===== src/rtl/song_sequencer_pkg.sv =====
// Shared types and ROM word layout for the song sequencer.
package song_sequencer_pkg;

    typedef enum logic [3:0] {
        ST_IDLE,
        ST_FETCH,
        ST_WAIT_ROM,
        ST_DECODE,
        ST_DISPATCH,
        ST_ADVANCE,
        ST_WAIT_BEAT,
        ST_NEXT,
        ST_DONE
    } state_t;

    localparam int ADDR_W   = 7;
    localparam int ROM_W    = 16;
    localparam int FIELD_W  = 6;
    localparam int META_W   = 3;

    // ROM word: [15] advance, [14:9] note, [8:3] duration (beats), [2:0] meta
    localparam int ADV_BIT  = 15;
    localparam int NOTE_MSB = 14;
    localparam int NOTE_LSB = 9;
    localparam int DUR_MSB  = 8;
    localparam int DUR_LSB  = 3;
    localparam int META_MSB = 2;
    localparam int META_LSB = 0;

    localparam logic [FIELD_W-1:0] NOTE_REST = '0;

endpackage


===== src/rtl/song_sequencer_voice_allocator.sv =====
// Lowest-index free voice picker. Build option VOICE_STEAL_EN adds a
// round-robin steal pointer used when every voice is busy.
module voice_allocator #(
    parameter int NUM_VOICES = 3
) (
`ifdef VOICE_STEAL_EN
    input  logic                  i_clk,
    input  logic                  i_reset_n,
    input  logic                  i_steal,
`endif
    input  logic [NUM_VOICES-1:0] i_voice_busy,
    output logic [NUM_VOICES-1:0] o_grant,
    output logic                  o_any_free
);

    logic [NUM_VOICES-1:0] w_free;
    logic [NUM_VOICES-1:0] w_lowest;

    // isolate the lowest set bit of the free mask
    assign w_free     = ~i_voice_busy;
    assign w_lowest   = w_free & (~w_free + NUM_VOICES'(1));
    assign o_any_free = |w_free;

`ifdef VOICE_STEAL_EN
    localparam int PTR_W = (NUM_VOICES > 1) ? $clog2(NUM_VOICES) : 1;

    logic [PTR_W-1:0] r_steal_ptr;

    // advance the steal pointer each time a busy voice is taken over
    always_ff @(posedge i_clk or negedge i_reset_n) begin
        if (!i_reset_n) begin
            r_steal_ptr <= '0;
        end else if (i_steal) begin
            r_steal_ptr <= (r_steal_ptr == PTR_W'(NUM_VOICES - 1)) ? '0
                                                                   : r_steal_ptr + PTR_W'(1);
        end
    end

    assign o_grant = o_any_free ? w_lowest : (NUM_VOICES'(1) << r_steal_ptr);
`else
    assign o_grant = w_lowest;
`endif

endmodule


===== src/rtl/song_sequencer.sv =====
// Song ROM sequencer: fetches entries, dispatches notes to voices and
// times advance entries against the beat tick.
// Build option VOICE_STEAL_EN: steal a busy voice instead of stalling dispatch.
//
// state     | meaning
// ----------+----------------------------------------------------------
// IDLE      | waiting for play; song_sel latched on exit
// FETCH     | rom_addr = {song, entry} presented to the ROM
// WAIT_ROM  | ROM read latency; entry word captured at end of cycle
// DECODE    | rest entries skip dispatch
// DISPATCH  | load a voice (stalls while none free unless stealing)
// ADVANCE   | decide whether to wait on beats
// WAIT_BEAT | count down duration on beat while playing
// NEXT      | step entry (gated by play) or finish at last entry
// DONE      | song_done high until restart
module song_sequencer
    import song_sequencer_pkg::*;
#(
    parameter int NUM_VOICES = 3,
    parameter int SONG_BITS  = 2
) (
    input  logic                  i_clk,
    input  logic                  i_reset_n,
    input  logic                  i_play,
    input  logic                  i_restart,
    input  logic [SONG_BITS-1:0]  i_song_sel,
    input  logic                  i_beat,
    output logic [ADDR_W-1:0]     o_rom_addr,
    input  logic [ROM_W-1:0]      i_rom_dout,
    output logic [NUM_VOICES-1:0] o_voice_load,
    output logic [FIELD_W-1:0]    o_voice_note,
    output logic [FIELD_W-1:0]    o_voice_duration,
    output logic [META_W-1:0]     o_voice_meta,
    input  logic [NUM_VOICES-1:0] i_voice_busy,
    output logic                  o_song_done
);

    localparam int ENTRY_W = ADDR_W - SONG_BITS;

    state_t                r_state;
    state_t                w_state_nxt;
    logic [SONG_BITS-1:0]  r_song;
    logic [ENTRY_W-1:0]    r_entry;
    logic [ENTRY_W-1:0]    w_entry_inc;
    logic [ROM_W-1:0]      r_word;
    logic [FIELD_W-1:0]    r_beat_cnt;
    logic [ADDR_W-1:0]     r_rom_addr;
    logic [NUM_VOICES-1:0] r_voice_load;
    logic [FIELD_W-1:0]    r_voice_note;
    logic [FIELD_W-1:0]    r_voice_duration;
    logic [META_W-1:0]     r_voice_meta;

    logic                  w_adv;
    logic [FIELD_W-1:0]    w_note;
    logic [FIELD_W-1:0]    w_dur;
    logic [META_W-1:0]     w_meta;
    logic                  w_entry_last;
    logic                  w_beat_last;
    logic                  w_wait_needed;
    logic [NUM_VOICES-1:0] w_grant;
    logic                  w_any_free;
    logic                  w_load_ok;

    assign w_adv         = r_word[ADV_BIT];
    assign w_note        = r_word[NOTE_MSB:NOTE_LSB];
    assign w_dur         = r_word[DUR_MSB:DUR_LSB];
    assign w_meta        = r_word[META_MSB:META_LSB];
    assign w_entry_last  = &r_entry;
    assign w_entry_inc   = r_entry + ENTRY_W'(1);
    assign w_beat_last   = i_beat && i_play && (r_beat_cnt == FIELD_W'(1));
    assign w_wait_needed = w_adv && (w_dur != '0);

`ifdef VOICE_STEAL_EN
    logic w_steal;

    assign w_steal   = (r_state == ST_DISPATCH) && !w_any_free && !i_restart;
    assign w_load_ok = 1'b1;

    voice_allocator #(.NUM_VOICES(NUM_VOICES)) u_alloc (
        .i_clk        (i_clk),
        .i_reset_n    (i_reset_n),
        .i_steal      (w_steal),
        .i_voice_busy (i_voice_busy),
        .o_grant      (w_grant),
        .o_any_free   (w_any_free)
    );
`else
    assign w_load_ok = w_any_free;

    voice_allocator #(.NUM_VOICES(NUM_VOICES)) u_alloc (
        .i_voice_busy (i_voice_busy),
        .o_grant      (w_grant),
        .o_any_free   (w_any_free)
    );
`endif

    // state register
    always_ff @(posedge i_clk or negedge i_reset_n) begin
        if (!i_reset_n) begin
            r_state <= ST_IDLE;
        end else begin
            r_state <= w_state_nxt;
        end
    end

    // next-state decode; restart overrides every transition
    always_comb begin
        w_state_nxt = r_state;
        case (r_state)
            ST_IDLE:      if (i_play) w_state_nxt = ST_FETCH;
            ST_FETCH:     w_state_nxt = ST_WAIT_ROM;
            ST_WAIT_ROM:  w_state_nxt = ST_DECODE;
            ST_DECODE:    w_state_nxt = (w_note == NOTE_REST) ? ST_ADVANCE : ST_DISPATCH;
            ST_DISPATCH:  if (w_load_ok) w_state_nxt = ST_ADVANCE;
            ST_ADVANCE:   w_state_nxt = w_wait_needed ? ST_WAIT_BEAT : ST_NEXT;
            ST_WAIT_BEAT: if (w_beat_last) w_state_nxt = ST_NEXT;
            ST_NEXT: begin
                if (w_entry_last)  w_state_nxt = ST_DONE;
                else if (i_play)   w_state_nxt = ST_FETCH;
            end
            ST_DONE:      w_state_nxt = ST_DONE;
            default:      w_state_nxt = ST_IDLE;
        endcase
        if (i_restart) w_state_nxt = ST_IDLE;
    end

    // datapath: address, entry word, beat counter and voice outputs
    always_ff @(posedge i_clk or negedge i_reset_n) begin
        if (!i_reset_n) begin
            r_song           <= '0;
            r_entry          <= '0;
            r_word           <= '0;
            r_beat_cnt       <= '0;
            r_rom_addr       <= '0;
            r_voice_load     <= '0;
            r_voice_note     <= '0;
            r_voice_duration <= '0;
            r_voice_meta     <= '0;
        end else begin
            r_voice_load <= '0;
            if (i_restart) begin
                r_entry    <= '0;
                r_beat_cnt <= '0;
            end else begin
                case (r_state)
                    ST_IDLE: begin
                        if (i_play) begin
                            r_song     <= i_song_sel;
                            r_entry    <= '0;
                            r_rom_addr <= {i_song_sel, ENTRY_W'(0)};
                        end
                    end
                    ST_WAIT_ROM: r_word <= i_rom_dout;
                    ST_DISPATCH: begin
                        if (w_load_ok) begin
                            r_voice_load     <= w_grant;
                            r_voice_note     <= w_note;
                            r_voice_duration <= w_dur;
                            r_voice_meta     <= w_meta;
                        end
                    end
                    ST_ADVANCE: begin
                        if (w_wait_needed) r_beat_cnt <= w_dur;
                    end
                    ST_WAIT_BEAT: begin
                        if (i_beat && i_play) r_beat_cnt <= r_beat_cnt - FIELD_W'(1);
                    end
                    ST_NEXT: begin
                        if (!w_entry_last && i_play) begin
                            r_entry    <= w_entry_inc;
                            r_rom_addr <= {r_song, w_entry_inc};
                        end
                    end
                    default: ;
                endcase
            end
        end
    end

    assign o_rom_addr       = r_rom_addr;
    assign o_voice_load     = r_voice_load;
    assign o_voice_note     = r_voice_note;
    assign o_voice_duration = r_voice_duration;
    assign o_voice_meta     = r_voice_meta;
    assign o_song_done      = (r_state == ST_DONE);

endmodule


===== config.mk =====
export PLATFORM = sky130hd
export DESIGN_NAME = song_sequencer
export DESIGN_NICKNAME = d
export VERILOG_FILES = /design/src/rtl/song_sequencer_pkg.sv /design/src/rtl/song_sequencer_voice_allocator.sv /design/src/rtl/song_sequencer.sv
export SDC_FILE = /design/constraint.sdc
export NUM_CORES = 1
export LEC_CHECK = 0
export CAP_MARGIN = 20
export CORE_MARGIN = 2
export CORE_UTILIZATION = 29
export DETAILED_ROUTE_END_ITERATION = 10
export MAX_ROUTING_LAYER = met4
export SLEW_MARGIN = 20
export SYNTH_ARGS = -nofsm -noshare
export SYNTH_HDL_FRONTEND = slang
export SYNTH_SLANG_ARGS = --single-unit

===== constraint.sdc =====
create_clock -name i_clk -period 1.9 [get_ports i_clk]
set_input_delay 0.19 -clock i_clk [delete_from_list [all_inputs] [get_ports i_clk]]
set_output_delay 0.19 -clock i_clk [all_outputs]
set_load 0.05 [all_outputs]

==> metrics.csv <==
metric,value,unit
outcome,"complete, but fails checks",
violations,negative setup slack,
critPathKind,flop to flop,
detail_route.drc_violations,0,
area_growth_syn_to_layout,40.0,%
globalRoute.totalOverflow,0,
finalSetupTns,-0.0369,ns
critPathMaxFanout,7,
period_needed,1.92,ns
die_w,102,µm
seqPwrFrac,0.386,
timing.critical_path.to_type,flop,
max-clock-path-buffers,2,
p_clk_frac,0.269,
final_layout_size_suffix_gt1_frac,0.355,
placed_area,3620,µm²
final_critical_path_setup_slack,-0.0221,ns
irDropWorstVdd,0.826,mV
cp_slowest_stage_delay,0.39,ns
total_power,4.69,mW
place.gp.congestion,0.793,
drt_first_iter_violations,87,
clk_latency_worst_skew_pair,0.33,ns
post_synth_main_area_contributors,"dfrtp_1 52%, mux2_2 15%, ha_1 1.8%",
timing.critical_path.from_type,flop,
pwr-share-comb,0.346,
grt.total_usage,0.132,
top_level_ports,52,
cell_internal_pwr,3.04,mW
worst_setup_hold_path_clk_slew,0.07,ns
min_period_over_period,1.01,
final.setup_skew,0.00594,ns
p_per_area,1200,nW/µm²
mappedNetlistArea,2780,µm²
ys_async_sr_fraction,1.00,
hold_path.class,input pin to async pin,
die-height,102,µm
critical_path.cell_chain,ha_2 > and3_4 > ha_4 > nand4b_4 > a211oi_4 > nand2_4 > mux2_4,
post_synth_inst_count,220,
io_buffer_count,51,
synth_edf_count,0,
fin_nets,332,
place_hpwl,4430,µm
yosysSeqAreaShare,0.522,
p_switching,1.64,mW
finalHoldViolCount,0,
power_switching_share,0.351,
critical_path_arrival,2.13,ns
antenna_found_initial,0,
fp-row-count,35,
power.static_leakage,1.69,nW
drt_first_pass_iters,4,
share_of_the_synthesized_area_in_the_top_cell_type,0.522,
number_of_global_route_vias_before_repair,2059,
fmax,0.520,GHz
vias_per_cell,4.66,
yosysUniqueCellTypes,55,
clockRootBuffer,clkbuf_8,
core-area,9280,µm²
grt_max_degree,38,
num_vias,2031,
final_standard_cell_area_without_fillers,3900,µm²
synth_top_flop_cell,dfrtp_1,
die_area,10400,µm²
drt-wirelength-per-cell,14.1,µm
clock_sink_count,58,
timing.critical_path.slowest_stage_cell,dfrtp_1,
yosysWarnings,0,
worst-slew-pin-transition,0.521,ns
postSynthAreaPerCell,12.6,µm²
synth_area_leader_cell,dfrtp_1,
unrepaired_setup_endpoints_after_global_routing,true,
htreeDepth,3,
wire_length_of_the_first_global_routing_pass,10400,µm
postSynthNetCount,250,
cp_data_required_time,2.11,ns
max_cap_violations,0,
num_antenna_cells,0,
timing.slew.headroom,0.652,
synth.ff_latch_count,58,
route.antenna.remaining_nets,0,
initial_core_util,0.300,
cts_tree,done,
routed_wl,6150,µm
setup_violations,3,
final-max-slew-violation-count,0,
number_of_cts_inserted_buffers,9,
==> sequential cells by signal, summed over array words and instances, names as in the netlist <==
| register | cells |
|---|---|
| o_rom_addr | 7 |
| o_voice_meta | 3 |
| r_entry | 5 |
| o_voice_duration | 6 |
| r_beat_cnt | 6 |
| r_song | 2 |
| r_word | 16 |
| o_voice_note | 6 |
| o_voice_load | 3 |
| r_state | 4 |
==> layout by cell type, fill, tap and decap left out, drive strengths merged, types with 2 or more instances in the layout <==
master         Yosys  layout
nand2             11      11
ha                 4       4
nor3               3       3
inv               10      10
nor4               5       5
dfrtp             58      58
a21o               2       2
nand4b             2       2
or2                2       2
buf               10      32
a221o              4       4
and3               2       2
clkbuf             1      11
nand3              7       7
bufinv             0       2
nor2              11      11
clkdlybuf4s50      0      49
a22o               6       6
o21ai              6       6
a211oi             4       4
a221oi             2       2
a21oi              8       8
or4                2       2
clkinv             0       2
mux2              38      38
==> cells in the mapped netlist (2+ instances only) <==
| library cell | count |
|---|---|
| mux2_4 | 2 |
| a211oi_4 | 2 |
| mux2_2 | 36 |
| inv_1 | 10 |
| nand2_1 | 10 |
| nor2_1 | 10 |
| ha_1 | 4 |
| nor4_1 | 4 |
| buf_6 | 3 |
| o21ai_0 | 6 |
| nand3_1 | 7 |
| buf_2 | 4 |
| or2_2 | 2 |
| or4_1 | 2 |
| a221o_1 | 4 |
| a211oi_1 | 2 |
| a22o_1 | 2 |
| buf_4 | 3 |
| dfrtp_1 | 58 |
| nor3_1 | 3 |
| and3_1 | 2 |
| a22o_2 | 4 |
| a21oi_1 | 8 |
==> per-layer routing <==
metal | part of all wire | vias up | GRT usage
met2 | 0.46 | 54 | 0.186
met1 | 0.48 | 988 | 0.181
met4 | 0.018 | 0 | 0.0472
met5 | 0 | - | -
met3 | 0.049 | 9 | 0.0369
li1 | - | 980 | -
==> critical path, delay by kind of cell (launching register included) <==
family          cells  cell delay [ns]
compound gates      1             0.31
simple gates        3             0.45
mux                 1             0.31
fa+ha+maj           2             0.34
flops               1             0.39
==> repair_timing <==
action / in CTS / in global routing
pin swaps: 4 / 1
buffers inserted: 3 / 0
endpoints found under the setup margin: 7 / 19
hold buffers: 1 / 0
gates resized for setup: 2 / 2
endpoints found under the hold margin: 21 / 0
==> power by group through the flow <==
stage,clock network [mW],registers [mW],logic [mW]
2_1_floorplan,0,2.38,0.474
3_3_place_gp,0,1.82,1.61
3_5_place_dp,0,1.83,1.63
4_1_cts,1.30,1.82,1.64
5_1_grt,1.35,1.86,1.71
6_report,1.26,1.81,1.62
==> per-stage QoR <==
stage / std cells / util / hold WS [ns] / setup WS, ns
global placement: 416 / 0.390 / 0.192 / -0.00594
detailed placement: 416 / 0.390 / 0.197 / -0.0769
global route: 436 / 0.420 / 0.413 / -0.102
CTS: 436 / 0.419 / 0.365 / -0.0535
floorplan: 220 / - / -0.106 / -0.0200
finish: 436 / 0.420 / 0.361 / -0.0221
==> logic make-up after synthesis <==
| kind of cell | after synthesis | share of synthesized area |
|---|---|---|
| AOI/OAI and AO/OA | 42 | 0.130 |
| xor gates and xnor gates | 2 | 0.00630 |
| adders and majority gates | 4 | 0.0180 |
| buffers and inverters | 21 | 0.0423 |
| DFF | 58 | 0.522 |
| muxes | 38 | 0.156 |
| and+or+nand+nor | 55 | 0.126 |
==> path summary, 6_finish.rpt <==
path	slack [ns]	to	cells after the start	startpoint
min	0.36	o_voice_meta[1]	2	i_reset_n
min reg2reg	0.51	r_song[0]	1	r_song[0]
min in group i_clk	0.44	o_voice_load[2]	2	i_voice_busy[2]
max	-0.02	o_rom_addr[6]	7	r_entry[0]
max reg2reg	-0.02	o_rom_addr[6]	7	r_entry[0]
max in group asynchronous	0.95	r_song[0]	3	i_reset_n
==> layout make-up <==
type / instances / area (µm²)
clock buffer: 11 / 141
clock inverter: 5 / 77.6
fill: 923 / 5390
inverter: 10 / 37.5
multi-input combinational: 141 / 1240
sequential: 58 / 1450
tap: 129 / 161
timing repair buffer: 82 / 788
Note: power is estimated with default switching activity, not from simulation.
==> patch 1 (same settings) <==
The option `VOICE_STEAL_EN` is turned on by a define.
--- a/src/rtl/song_sequencer_voice_allocator.sv
+++ b/src/rtl/song_sequencer_voice_allocator.sv
@@ -1,5 +1,7 @@
 // Lowest-index free voice picker. Build option VOICE_STEAL_EN adds a
 // round-robin steal pointer used when every voice is busy.
+`define VOICE_STEAL_EN
+
 module voice_allocator #(
     parameter int NUM_VOICES = 3
 ) (
Function: changed (Yosys sat finds a counterexample within 10 cycles, from zero or initial values and one cycle with i_reset_n low).
==> patch 1 against the unedited design <==
The flow still finishes with violations (setup timing); design area up 0.16%; wire length is 9.6% higher; power fell by 0.80%; worst setup slack gained 0.017 ns; clock skew increased by 0.0059 ns; combinational power up 5%; area after synthesis decreased by 0.27%; global-route usage grew 1.4 points; sequential cell count is 2 higher; maximum frequency increased by 0.90%; critical endpoint is now r_entry[0]; largest cell class unchanged.
==> patch 1: results (changes against the unedited design) <==
| Metric | Value |
|---|---|
| Status | `finished, violations left` |
| Failing checks | `setup timing` |
| Ratio of cells with drive above 1 in the final layout | `20.1% (-15 points)` |
| Reg2Reg Depth | `8 (+1)` |
| Main area contributors after synthesis | `dfrtp_1 (54%), mux2_1 (7.7%), nand2_1 (7.7%)` |
| Final clock-cell share | `4.55% (-1.1 points)` |
| Total global routing track utilization | `14.5% (+1.4 points)` |
| 1st-iter DRT viols | `89 (+2.3%)` |
| Hold slack | `0.344 ns (-0.0170 ns)` |
| Clock slew at reported path FFs | `0.08 ns` |
| Fillers | `952 (+3.1%)` |
| Num Clock Sinks | `60 (+3.4%)` |
| Max clock buf depth | `2 (unchanged)` |
| Worst setup margin | `-0.00509 ns (+0.0171 ns)` |
| Inserted Diodes | `0 (unchanged)` |
| Signal buf overhead | `19.7% (-0.58 points)` |
| Post-Route Skew | `0.0118 ns (+0.00587 ns)` |
| Sequential cell area | `1500 µm² (+3.4%)` |
| P_leak | `0.00178 µW (+5.6%)` |
| DR pass1 iterations | `6 (+2)` |
| Slowest CP cell | `dfrtp_1` |
| Routed Wire Length | `6.74 mm (+9.6%)` |
| Setup WS pre-CTS | `-0.215 ns (-0.138 ns)` |
| Synth Net Count | `290 (+16%)` |
| Buffers excl. clock | `82 (unchanged)` |
| Via-to-Cell Ratio | `4.82 (+3.4%)` |
| Detail Placement HPWL | `4.76 mm (+7.5%)` |
| Multi-input logic cell count | `180 (+28%)` |
| Sequential-to-total area share from yosys stat | `54.1% (+1.9 points)` |
| Clock insertion delay at the later pin of the skew report | `0.35 ns (+0.02 ns)` |
| Final nets | `369 (+11%)` |
| Unique cell type count in the Yosys netlist | `51 (-7.3%)` |
| Routability cong. | `0.883 (+11%)` |
| First-pass GRT wire length | `11.4 mm (+10%)` |
| Slew @ Worst Pin | `0.521 ns (-0.000241 ns)` |
| CLK BUF | `11 (unchanged)` |
| Post-synth top cells | `dfrtp_1 (60), nand2_1 (57), mux2_1 (19)` |
| Vias in the first global route | `2,331 (+13%)` |
| Maximum fanout along the worst path | `5 (-2)` |
| Final setup violation count | `1 (-2)` |
| Worst r2r dst | `r_entry[0]` |
| Largest net degree at the start of global routing | `24 (-37%)` |
| End point of the critical path | `r_entry[0]` |
| Inverters | `6 (-4)` |
| CTS H-tree lvls | `3 (unchanged)` |
| Worst vdd ir | `624 µV (-25%)` |
| Fraction of area in multi-input gates | `32.6% (+0.81 points)` |
==> patch 1: cell count changes in the layout (fill, tap and decap cells not counted), moves of 3 or more <==
cell,delta
o21ai_1,+4
mux2_1,+19
mux2i_1,+3
o21ai_0,-3
mux2_2,-36
a22o_2,-4
a21o_1,+3
inv_1,-5
nand3_1,+3
nand2_1,+45
a22o_1,+4
==> patch 1: per-layer routing <==
metal | GRT usage, % | vias up | wire length, µm
met5 | - | - | 0
met4 | 5.64 | 0 | 132
met2 | 22.5 | 57 | 3290
li1 | - | 1092 | -
met3 | 3.90 | 16 | 286
met1 | 18.3 | 1113 | 3030
==> patch 1: metrics by stage <==
step                      util (%)   TNS, ns  area [µm²]  cells
final                         42.0  -0.00509        3900    473
after floorplan                  -         0        2780    260
after CTS                     41.6  -0.00777        3860    472
after detailed placement      38.9    -0.967        3610    453
after global placement        38.9    -0.329        3610    453
after global routing          42.0    -0.436        3900    473
==> patch 1: repair_timing <==
item / in CTS / in global routing
hold buffers: 1 / 0
endpoints found under the setup margin: 8 / 14
hold endpoints to repair: 20 / 0
pin swaps: 3 / 4
buffers inserted: 2 / 1
resized for setup: 10 / 6
==> patch 1: kinds of logic after synthesis <==
group / synth area share [%]
and+or+nand+nor: 18.4
DFF: 54.1
AOI/OAI and AO/OA: 12.4
muxes: 9.20
buffers and inverters: 3.38
adders and majority gates: 1.80
xor gates and xnor gates: 0.631
==> patch 1: worst reg2reg max path: stages, from the launching register on <==
cell and delay, ns:
dfrtp_1 0.39, ha_2 0.19, and3_4 0.19, ha_4 0.15, and4b_1 0.26, buf_4 0.12, or2_4 0.11, a31oi_4 0.10
mux2_4 0.28
==> patch 1: where the power goes <==
group | switching, µW | total (µW) | internal [µW]
Combinational | 1040 | 1700 | 661
Clock | 545 | 1060 | 511
Sequential | 246 | 1890 | 1650
==> patch 2 (same settings) <==
Made on the original files. The 9 states of `state_t` get a one-hot encoding in 9 bits.
--- a/src/rtl/song_sequencer_pkg.sv
+++ b/src/rtl/song_sequencer_pkg.sv
@@ -1,16 +1,16 @@
 // Shared types and ROM word layout for the song sequencer.
 package song_sequencer_pkg;
 
-    typedef enum logic [3:0] {
-        ST_IDLE,
-        ST_FETCH,
-        ST_WAIT_ROM,
-        ST_DECODE,
-        ST_DISPATCH,
-        ST_ADVANCE,
-        ST_WAIT_BEAT,
-        ST_NEXT,
-        ST_DONE
+    typedef enum logic [8:0] {
+        ST_IDLE      = 9'b000000001,
+        ST_FETCH     = 9'b000000010,
+        ST_WAIT_ROM  = 9'b000000100,
+        ST_DECODE    = 9'b000001000,
+        ST_DISPATCH  = 9'b000010000,
+        ST_ADVANCE   = 9'b000100000,
+        ST_WAIT_BEAT = 9'b001000000,
+        ST_NEXT      = 9'b010000000,
+        ST_DONE      = 9'b100000000
     } state_t;
 
     localparam int ADDR_W   = 7;
Behaviour: no difference found for any inputs over 10 cycles, from zero or initial values and one cycle with i_reset_n low; not proved beyond that.
==> patch 2 against the unedited design <==
The flow still finishes with violations (setup timing); non-clock buffer count up 44; worst hold slack worse by 0.13 ns; design area up 28%; wire length up 32%; worst setup slack worse by 0.26 ns; first-iteration DRC count up 17%; via count up 28%; area after synthesis up 15%; sequential share of layout area down 5.5 points; sequential cell count up 5; critical path type unchanged.
Power is not compared: it rests on default switching activity, and its combinational part moved more than twofold at a synthesized area within 25%.
==> patch 2: results (changes against the unedited design) <==
| Metric | Value |
|---|---|
| Final setup violation count | `45 (+42)` |
| Status | `finished, violations left` |
| Via-to-Cell Ratio | `4.80 (+3.1%)` |
| Post-Route Skew | `0.0103 ns (+0.00433 ns)` |
| Dominant synthesized flop cell | `dfrtp_1` |
| Sequential-to-total area share from yosys stat | `49.4% (-2.8 points)` |
| Total global routing track utilization | `14.8% (+1.6 points)` |
| Worst vdd ir | `366 µV` |
| Main area contributors after synthesis | `dfrtp_1 (49%), mux2_2 (5.3%), mux2_1 (3.2%)` |
| Largest net degree at the start of global routing | `31 (-18%)` |
| Worst setup path startpoint | `r_entry[1]` |
| Maximum fanout along the worst path | `8 (+1)` |
| Worst hold path type | `in -> async` |
| 1st-iter DRT viols | `102 (+17%)` |
| Post-synth top cells | `dfrtp_1 (62), nand2_1 (23), nor2_1 (16)` |
| Inst Count DP | `512 (+23%)` |
| Routability cong. | `0.890 (+12%)` |
| Sum of negative setup slack | `-4.54 ns (-4.50 ns)` |
| First-pass GRT wire length | `13.4 mm (+30%)` |
| Unique cell type count in the Yosys netlist | `60 (+9.1%)` |
| Setup WS pre-CTS | `-0.393 ns (-0.316 ns)` |
| Vias in the first global route | `2,728 (+32%)` |
| Worst path arrival time | `2.43 ns (+0.30 ns)` |
| Clock insertion delay at the later pin of the skew report | `0.33 ns (about the same)` |
| Fillers | `977 (+5.9%)` |
| I/O Buffers | `51 (unchanged)` |
| Final nets | `430 (+30%)` |
| Post-synthesis cell count | `275 (+25%)` |
| Clock slew at reported path FFs | `0.07 ns (about the same)` |
| Detail Placement HPWL | `5.81 mm (+31%)` |
| CTS buffer count | `9 (unchanged)` |
| Ratio of cells with drive above 1 in the final layout | `42.4% (+6.9 points)` |
| Via Count | `2,607 (+28%)` |
| Max_slew headroom | `65.7% (+0.52 points)` |
| Largest register FFs | `16 (unchanged)` |
| Synth Net Count | `305 (+22%)` |
| DR WL/cell | `15.0 µm (+6.3%)` |
| Endpoints failing hold | `0 (unchanged)` |
| Worst setup margin | `-0.285 ns (-0.263 ns)` |
| Largest Register | `r_word` |
| Failing checks | `setup timing` |
-- patch 2: final timing paths --
path                                       end  cells past startpoint
min                            o_voice_load[0]                      2
min reg2reg                      o_rom_addr[0]                      2
min in group i_clk                   r_word[5]                      3
max                              o_rom_addr[2]                      8
max reg2reg                      o_rom_addr[2]                      8
max in group asynchronous  o_voice_duration[5]                      3
-- patch 2: kinds of logic after synthesis --
family	Yosys count	share of synthesized area, %
AND/OR/NAND/NOR	97	18.8
multiplexers	38	13.8
XOR/XNOR	4	1.10
flip-flops	63	49.4
adder cells (fa/ha/maj)	4	1.57
AO/OA/AOI/OAI	49	11.7
buffers and inverters	20	3.64
-- patch 2: layer usage --
metal  global-route usage, %  share of wire (%)  up-vias
met4                    3.85               0.88        0
met5                       -                  0        -
met2                    23.7                 49       39
met1                    18.9                 47     1302
li1                        -                  -     1259
met3                    3.47                3.2        7
-- patch 2: power breakdown --
group	internal [µW]	total (µW)	switching [µW]
clock	622	1130	506
sequential	1420	1470	55.3
combinational	301	578	277
total	2340	3180	838
-- patch 2: repair_timing --
item                                    in CTS  in global routing
gates cloned                                 1                  0
setup buffers                               13                  2
pin swaps                                   18                 11
hold buffers                                 1                  0
resized for setup                           23                 35
endpoints found under the setup margin      55                 58
hold endpoints to repair                    33                  0
-- patch 2: cell type report --
type | count | area share [%]
Clock inverter | 4 | 0.957
Inverter | 7 | 0.529
Tap cell | 140 | 3.52
Timing Repair Buffer | 126 | 23.7
Clock buffer | 10 | 2.77
Multi-Input combinational cell | 193 | 36.7
Sequential cell | 63 | 31.7
-- patch 2: metrics by stage --
step | util (%) | hold WS [ns] | total power [µW] | cell area [µm²]
floorplan | - | -0.106 | 1780 | 3320
global placement | 40.8 | 0.0386 | 1990 | 4400
detailed placement | 40.8 | 0.0356 | 2000 | 4400
CTS | 44.5 | 0.226 | 3190 | 4800
global route | 46.0 | 0.246 | 3340 | 4970
finish | 46.0 | 0.232 | 3180 | 4970
-- patch 2: worst max-delay path, delay by kind of cell, from the launching register on --
kind / cells / cell delay, ns
AO/OA/AOI/OAI: 2 / 0.57
AND/OR/NAND/NOR: 3 / 0.61
buffers and inverters: 1 / 0.19
adder cells (fa/ha/maj): 2 / 0.34
flip-flops: 1 / 0.38
